## src/rtl/barrel_pkg.sv

```systemverilog
// barrel_pkg: shared width defaults, stage derivation and FSM state type for barrel_unshifter_seq
package barrel_pkg;
    localparam int DEF_WIDTH = 16;
    localparam int DEF_STAGES = $clog2(DEF_WIDTH);
    typedef enum logic [1:0] {IDLE, RUN, DONE} state_t;
    function automatic int cnt_bits(input int stages);
        return (stages > 1) ? $clog2(stages) : 1;
    endfunction
endpackage

```

## src/rtl/rotr_stage.sv

```systemverilog
// rotr_stage: one combinational rotate-right stage by 2^cnt, reused every RUN cycle
// BARREL_LOGICAL_MODE_EN adds mode: 1 = logical shift right (zero fill), 0 = rotate
module rotr_stage #(
    parameter int WIDTH = 16,
    parameter int CNT_W = 2
) (
    input  logic [WIDTH-1:0] data,
    input  logic [CNT_W-1:0] cnt,
    input  logic             enable,
`ifdef BARREL_LOGICAL_MODE_EN
    input  logic             mode,
`endif
    output logic [WIDTH-1:0] result
);
    logic [2*WIDTH-1:0] src;
    // the low half of the doubled word shifted right is the rotation (or zero-filled shift)
    always_comb begin
`ifdef BARREL_LOGICAL_MODE_EN
        src = mode ? {{WIDTH{1'b0}}, data} : {data, data};
`else
        src = {data, data};
`endif
        result = enable ? WIDTH'(src >> (32'd1 << cnt)) : data;
    end
endmodule

```

## src/rtl/barrel_unshifter_seq.sv

```systemverilog
// barrel_unshifter_seq: sequential rotate-right of a by s, one bit of s per RUN cycle, fixed latency
// BARREL_LOGICAL_MODE_EN adds a mode input selecting logical shift instead of rotate
module barrel_unshifter_seq
    import barrel_pkg::*;
#(
    parameter int WIDTH = DEF_WIDTH,
    localparam int STAGES = $clog2(WIDTH)
) (
    input  logic              clk,
    input  logic              rst_n,
    input  logic              start,
`ifdef BARREL_LOGICAL_MODE_EN
    input  logic              mode,
`endif
    input  logic [WIDTH-1:0]  a,
    input  logic [STAGES-1:0] s,
    output logic              busy,
    output logic              done,
    output logic [WIDTH-1:0]  sh
);
    localparam int CNT_W = cnt_bits(STAGES);
    localparam logic [CNT_W-1:0] LAST = CNT_W'(STAGES - 1);
    state_t state, next_state;
    logic [CNT_W-1:0] cnt;
    logic [WIDTH-1:0] data_q, stage_out;
    logic [STAGES-1:0] s_q;
    logic accept, last;
`ifdef BARREL_LOGICAL_MODE_EN
    logic mode_q;
`endif
    assign accept = start && (state != RUN);
    assign last = (state == RUN) && (cnt == LAST);
    rotr_stage #(.WIDTH(WIDTH), .CNT_W(CNT_W)) u_stage (
        .data(data_q),
        .cnt(cnt),
        .enable(s_q[cnt]),
`ifdef BARREL_LOGICAL_MODE_EN
        .mode(mode_q),
`endif
        .result(stage_out)
    );
    always_ff @(posedge clk or negedge rst_n) begin
        if (!rst_n) state <= IDLE;
        else state <= next_state;
    end
    // every RUN pass walks all stages so latency never depends on s
    always_comb begin
        next_state = (state == RUN) ? (last ? DONE : RUN) : (start ? RUN : IDLE);
    end
    always_comb begin
        busy = (state == RUN);
        done = (state == DONE);
    end
    always_ff @(posedge clk or negedge rst_n) begin
        if (!rst_n) begin
            cnt <= '0;
            data_q <= '0;
            s_q <= '0;
            sh <= '0;
`ifdef BARREL_LOGICAL_MODE_EN
            mode_q <= 1'b0;
`endif
        end else if (accept) begin
            cnt <= '0;
            data_q <= a;
            s_q <= s;
`ifdef BARREL_LOGICAL_MODE_EN
            mode_q <= mode;
`endif
        end else if (state == RUN) begin
            data_q <= stage_out;
            cnt <= last ? '0 : cnt + CNT_W'(1);
            if (last) sh <= stage_out;
        end
    end
endmodule
```

## config.mk

```make
export PLATFORM = sky130hd
export DESIGN_NAME = barrel_unshifter_seq
export DESIGN_NICKNAME = d
export VERILOG_FILES = /design/src/rtl/barrel_pkg.sv /design/src/rtl/rotr_stage.sv /design/src/rtl/barrel_unshifter_seq.sv
export SDC_FILE = /design/constraint.sdc
export NUM_CORES = 1
export LEC_CHECK = 0
export ABC_AREA = 1
export CORE_MARGIN = 2
export CORE_UTILIZATION = 50
export CTS_CLUSTER_SIZE = 14
export DETAILED_ROUTE_END_ITERATION = 8
export GPL_TIMING_DRIVEN = 0
export PLACE_DENSITY = 0.75
export SETUP_SLACK_MARGIN = 0.1
export SLEW_MARGIN = 20
export SYNTH_ARGS = -nofsm -noshare
export SYNTH_HDL_FRONTEND = slang
export SYNTH_HIERARCHICAL = 1
export SYNTH_SLANG_ARGS = --single-unit
```

## constraint.sdc

```tcl
create_clock -name clk -period 3.8 [get_ports clk]
set_clock_uncertainty 0.1 [all_clocks]
set_input_delay 0.76 -clock clk [delete_from_list [all_inputs] [get_ports clk]]
set_output_delay 0.76 -clock clk [all_outputs]
set_load 0.01 [all_outputs]
```

==> results of run 1 <==
[Yosys cell counts]
| cell type | count | area share |
|---|---|---|
| a21oi_1 | 11 | 0.022 |
| buf_1 | 1 | 0.0015 |
| buf_2 | 6 | 0.012 |
| buf_4 | 5 | 0.015 |
| buf_6 | 3 | 0.013 |
| clkbuf_1 | 3 | 0.0045 |
| dfrtp_1 | 40 | 0.40 |
| ha_1 | 1 | 0.0050 |
| inv_1 | 21 | 0.031 |
| inv_2 | 5 | 0.0075 |
| inv_6 | 1 | 0.0035 |
| nand2_1 | 139 | 0.21 |
| nand2_2 | 4 | 0.010 |
| nand3_1 | 68 | 0.14 |
| nand3b_1 | 2 | 0.0060 |
| nand4_1 | 4 | 0.010 |
| nor2_1 | 10 | 0.015 |
| nor2_4 | 3 | 0.013 |
| nor2_8 | 1 | 0.0080 |
| o211ai_1 | 2 | 0.0060 |
| o21a_1 | 1 | 0.0030 |
| o21ai_0 | 19 | 0.038 |
| o21ai_1 | 8 | 0.016 |
| o21bai_1 | 1 | 0.0030 |
| o221ai_1 | 1 | 0.0035 |
| o22a_1 | 1 | 0.0035 |
| o22ai_1 | 1 | 0.0025 |
| or2_2 | 2 | 0.0050 |
[worst max-delay path: stages (launching register included)]
cell	delay, ps
dfrtp_1	440
inv_2	60
nor2_4	230
buf_4	230
clkdlybuf4s50_1	560
[cell families after synthesis]
kind of cell	share of synthesized area
compound gates	0.0972
buf+inv	0.0887
fa+ha+maj	0.00498
flops	0.399
simple gates	0.411
[report_power, final]
group | switching [uW] | total [uW] | internal, uW
sequential | 195 | 828 | 633
combinational | 1240 | 1980 | 741
clock | 150 | 382 | 232
[final cells by class]
type                            count  area, um^2  area share
Clock inverter                      1        30.0     0.00957
Inverter                           27         106      0.0339
Multi-Input combinational cell    279        1290       0.410
Buffer                             18         116      0.0371
Timing Repair Buffer               41         415       0.132
Clock buffer                        7        96.3      0.0307
Tap cell                           67        83.8      0.0267
Sequential cell                    40        1000       0.319
[state kept, by name, indices dropped and copies added (netlist names)]
name / flops
sh: 16
state: 2
cnt: 2
data_q: 16
s_q: 4
[routing by layer]
| metal | part of all wire | wire (um) | global-route usage | vias up |
|---|---|---|---|---|
| met5 | 0 | 0 | 0 | - |
| met4 | 0.0078 | 60 | 0.0734 | 0 |
| met3 | 0.080 | 614 | 0.0522 | 7 |
| met2 | 0.46 | 3500 | 0.442 | 129 |
| met1 | 0.45 | 3470 | 0.442 | 1237 |
| li1 | - | - | - | 1281 |
[metrics by stage]
step / util / instance area [um^2] / worst slack (ps) / hold slack [ps] / std cells
floorplan: - / 2510 / 2100 / 334 / 364
global placement: 0.626 / 3000 / 885 / 350 / 471
detailed placement: 0.629 / 3010 / 1460 / 359 / 472
CTS: 0.655 / 3140 / 1130 / 261 / 480
global route: 0.655 / 3140 / 1030 / 272 / 480
finish: 0.655 / 3140 / 1130 / 257 / 480
[final timing paths]
kind | from | end | cells after the start
max in group asynchronous | rst_n | sh[5] | 2
min in group clk | s_q[0] | s_q[0] | 2
min reg2reg | s_q[0] | s_q[0] | 2
min | rst_n | state[1] | 1
max | state[0] | busy | 4
max reg2reg | cnt[0] | sh[8] | 8
==> metrics.txt, run 1 <==
Cell Area, Synth around 2500 um^2; status complete, no violations; share of cells above drive strength 1 0.0969; commonest non-fill, non-tap cells in the layout 139 x nand2_1, 68 x nand3_1, 40 x dfrtp_1; post-CTS setup buffer count 0; port bufs 40; P&R area growth vs syn 24.9%; max cap viols 0; Root Buffer clkbuf_8; grt total ovfl 0; GRT Overall Usage 0.294; # resized after CTS 0; Setup violations, final 0; nets roughly 440; sequential area share after synthesis 0.399; critical path class reg -> out; TritonRoute pass-1 iters 5; CTS Buf Count 5; post-route ant nets 0; initial antenna violation count 0; CTS sink cnt 40; Worst Path Arrival 1810 ps; RSZ-0062 raised after global routing false; # IOs 41; routed vias/inst 5.53; minimum clock period 2670 ps; flop and latch count out of synthesis 40; DR vias 2654; H-tree depth 2; Antenna diodes 0; largest net degree at the start of global routing 29; vias in the first global route 2396; commonest non-fill, non-tap cell in the layout nand2_1; maximum vdd drop 460 uV; FILL cells 461; die area 5610 um^2; Clock transition at path regs 80 ps; Post-CTS Hold Fix Bufs 0; startpoint type of the worst setup path register; final hold violations 0; Final Slew Violations 0; wire per inst between 15 and 20 um; syn_area_per_cell 6.90 um^2; fmax 375 MHz; slew margin rel. 0.644; Worst-Margin Slew 534 ps; GPL Wtd Cong just over 1; R2R Setup Slk about 1700 ps; post-DP HPWL 5600 um; Leak between 0.0015 and 0.002 uW; Mapped Cells around 360; CORE AREA 4790 um^2; Rows 25; TNS Setup 0 ps; total power draw 3190 uW; clk buf depth 2; Syn. warnings 6; die height 74.9 um; first-pass GRT wire length 12200 um; pwr dens a little over 1000 nW/um^2; min-delay worst type in -> async; Netlist cell types 28; Clock Latency Late Sink 290 ps; drc violations 0; critical path peak fanout 10; crit path capture type output pin; final WL 7650 um; CTS tree yes; syn_nets 388; Starting Density 0.525; Req. time, crit path 2940 ps; Tcrit/Tclk final 0.703; Detailed Route Iter0 Violations 299; Die W 74.9 um
Power figures use the tool's default switching activity.
==> run 2, diff against run 1 <==
Clock period 3.8 ns to 2.7 ns, I/O delays scaled along.
==> results of run 2 <==
Same layout as run 1 (identical final DEF). Status: complete, no violations.
Among the figures that moved: setup slack after placement 1460 ps -> 577 ps; setup slack after layout 1130 ps -> 250 ps; hold slack 257 ps -> 36.6 ps; register-to-register setup slack 1680 ps -> 580 ps; total power 3190 uW -> 4490 uW; worst IR drop on VDD 460 uV -> 647 uV
==> run 3, diff against run 2 <==
Settings changed: ABC_AREA 1 to not set, CORE_MARGIN 2 to not set.
==> metrics.txt, run 3 <==
Syn. warnings 6 (unchanged); area fraction of the dominant cell type after synthesis 0.392 (was 0.399); net switching share of the total power 0.399 (was 0.497); startpoint type of the worst setup path register (unchanged); grt total ovfl 0 (unchanged); Leak 0.00142 uW (was 0.00154 uW); flop and latch count out of synthesis 40 (unchanged); wire per inst 15.6 um (was 15.9 um); Psw 1610 uW (was 2230 uW); nets 290 (was 436); post-CTS setup buffer count 0 (unchanged); largest registers data_q x16, sh x16, s_q x4 (unchanged); worst reg2reg path depth 7 (was 8); post-DP HPWL 3780 um (was 5600 um); post-route insts no fill 334 (was 480); critical path class reg -> reg (was reg -> out); cell with the most instances after synthesis dfrtp_1 (was nand2_1); CTS sink cnt 40 (unchanged); register area 1000 um^2 (unchanged); sequential area share after synthesis 0.392 (was 0.399); Multi-input gate area 1350 um^2 (was 1290 um^2); initial antenna violation count 0 (unchanged); cell taking the most area after synthesis dfrtp_1 (unchanged); die area 5390 um^2 (was 5610 um^2); drc violations 0 (unchanged); Clock Latency Late Sink 280 ps (was 290 ps); syn_nets 244 (was 388); minimum clock period 2380 ps (was 2450 ps); TritonRoute pass-1 iters 4 (was 5); GRT Overall Usage 0.215 (was 0.294); share of cells above drive strength 1 0.311 (was 0.0969); fmax 420 MHz (was 408 MHz); ys async rst share 1.00 (unchanged); Req. time, crit path 2770 ps (was 2060 ps); R2R Path Start cnt[0] (unchanged); DR vias 1789 (was 2654); Clock transition at path regs 70 ps (was 80 ps); R2R Setup Slk 320 ps (was 580 ps); Post-synth EDFFs 0 (unchanged); # resized after CTS 0 (unchanged); H-tree depth 2 (unchanged); Cell Area, Synth 2550 um^2 (was 2510 um^2); top cells by area, synth dfrtp_1 39%, mux2_4 14%, mux2_2 11% (was dfrtp_1 40%, nand2_1 21%, nand3_1 14%); cell count after placement 327 (was 472); Final Slew Violations 0 (unchanged); # IOs 41 (unchanged); internal power 2420 uW (was 2260 uW); slew margin rel. 0.683 (was 0.644); final hold violations 0 (unchanged); commonest non-fill, non-tap cell in the layout dfrtp_1 (was nand2_1); first-pass GRT wire length 8630 um (was 12200 um); crit path capture type register (was output pin); Setup violations, final 0 (unchanged); Netlist cell types 27 (was 28); critical path peak fanout 10 (unchanged); commonest cells in the netlist 40 x dfrtp_1, 26 x mux2_2, 24 x mux2_4, 19 x o21ai_0, 18 x nand2_1 (was 139 x nand2_1, 68 x nand3_1, 40 x dfrtp_1, 21 x inv_1, 19 x o21ai_0); CTS tree yes (unchanged); largest net degree at the start of global routing 23 (was 29); Main synth FF type dfrtp_1 (unchanged); CTS Buf Count 5 (unchanged); max cap viols 0 (unchanged); Worst-Margin Slew 476 ps (was 534 ps); fin util 0.651 (was 0.655); Tcrit/Tclk final 0.883 (was 0.907); syn_area_per_cell 11.6 um^2 (was 6.90 um^2); die height 73.5 um (was 74.9 um); Antenna diodes 0 (unchanged); CORE AREA 4820 um^2 (was 4790 um^2); GPL Wtd Cong 0.869 (was 1.01); Mapped Cells 220 (was 364); Worst Path Arrival 2460 ps (was 1810 ps); commonest non-fill, non-tap cells in the layout 40 x dfrtp_1, 38 x clkdlybuf4s50_1, 26 x mux2_2 (was 139 x nand2_1, 68 x nand3_1, 40 x dfrtp_1); Logic pwr share 0.608 (was 0.621); final WL 5230 um (was 7650 um); port bufs 39 (was 40); clk buf depth 2 (unchanged); P&R area growth vs syn 22.8% (was 24.9%); status complete, no violations (unchanged); Root Buffer clkbuf_8 (unchanged); Starting Density 0.530 (was 0.525); FILL cells 414 (was 461); Post-CTS Hold Fix Bufs 0 (unchanged); RSZ-0062 raised after global routing false (unchanged); Sequential Power Share 0.294 (was 0.259); vias in the first global route 1724 (was 2396); Detailed Route Iter0 Violations 65 (was 299); Rows 25 (unchanged); Die W 73.5 um (was 74.9 um); dpl ws 332 ps (was 577 ps); maximum vdd drop 656 uV (was 647 uV); min-delay worst type in -> async (unchanged); pwr dens 1290 nW/um^2 (was 1430 nW/um^2); post-route ant nets 0 (unchanged); Worst Slack Setup Final 316 ps (was 250 ps); Critical R2R Capture sh[4] (was sh[8]); TNS Setup 0 ps (unchanged); routed vias/inst 5.36 (was 5.53); Clock Power Share 0.099 (was 0.120)
==> run 3: changes by cell type after synthesis, sizes merged, moves of 7 or more <==
cell,change
nand2,-124
o21ai,+7
nor2,-13
nand3,-68
a22oi,+16
mux2,+52
a21oi,-11
inv,-10
mux2i,+16
==> run 3: metrics by stage <==
step,hold slack [ps],total power [uW],area (um^2)
after floorplan,144,2960,2550
after global placement,382,3600,3030
after detailed placement,387,3650,3050
after CTS,107,4060,3140
after global routing,133,4340,3140
final,106,4030,3140
==> run 3: worst max-delay path by stage <==
stage,to,startpoint
CTS,sh[7],cnt[0]
global route,sh[5],cnt[0]
finish,sh[4],cnt[0]
global placement,sh[2],rst_n
floorplan,sh[12],cnt[0]
detailed placement,sh[3],cnt[0]
==> run 3: kinds of logic after synthesis <==
kind of cell    count (synthesis)  synth area share
flops                          40             0.392
fa+ha+maj                       1           0.00490
compound gates                 51             0.136
buf+inv                        33            0.0804
mux                            69             0.336
simple gates                   26            0.0500
==> run 3: layer usage <==
layer  part of all wire  up-vias  routed length [um]  track usage
met5                  0        -                   0            0
li1                   -      870                   -            -
met3              0.043        2                 225       0.0453
met2               0.48       34                2510        0.355
met1               0.47      883                2460        0.288
met4             0.0050        0                  26       0.0513
==> run 3: worst max-delay path, cell delays in order (launching register included) <==
cell and delay [ps]:
dfrtp_1 460, mux4_2 640, and2_1 200, buf_4 160
buf_6 150, a22oi_2 160, o21ai_1 120, mux2_2 280
==> run 3: power groups by stage <==
stage          clock, uW  combinational, uW  sequential (uW)
6_report             398               2450             1180
5_1_grt              432               2690             1220
4_1_cts              413               2460             1180
3_5_place_dp           0               2460             1190
3_3_place_gp           0               2420             1190
2_1_floorplan          0               1810             1150
==> run 3: cell type report <==
| type | count | share of cell area |
|---|---|---|
| sequential | 40 | 0.319 |
| inverter | 18 | 0.0231 |
| clock buffer | 8 | 0.0287 |
| multi-input combinational | 147 | 0.429 |
| timing repair buffer | 40 | 0.132 |
| buffer | 14 | 0.0411 |
| tap | 67 | 0.0267 |
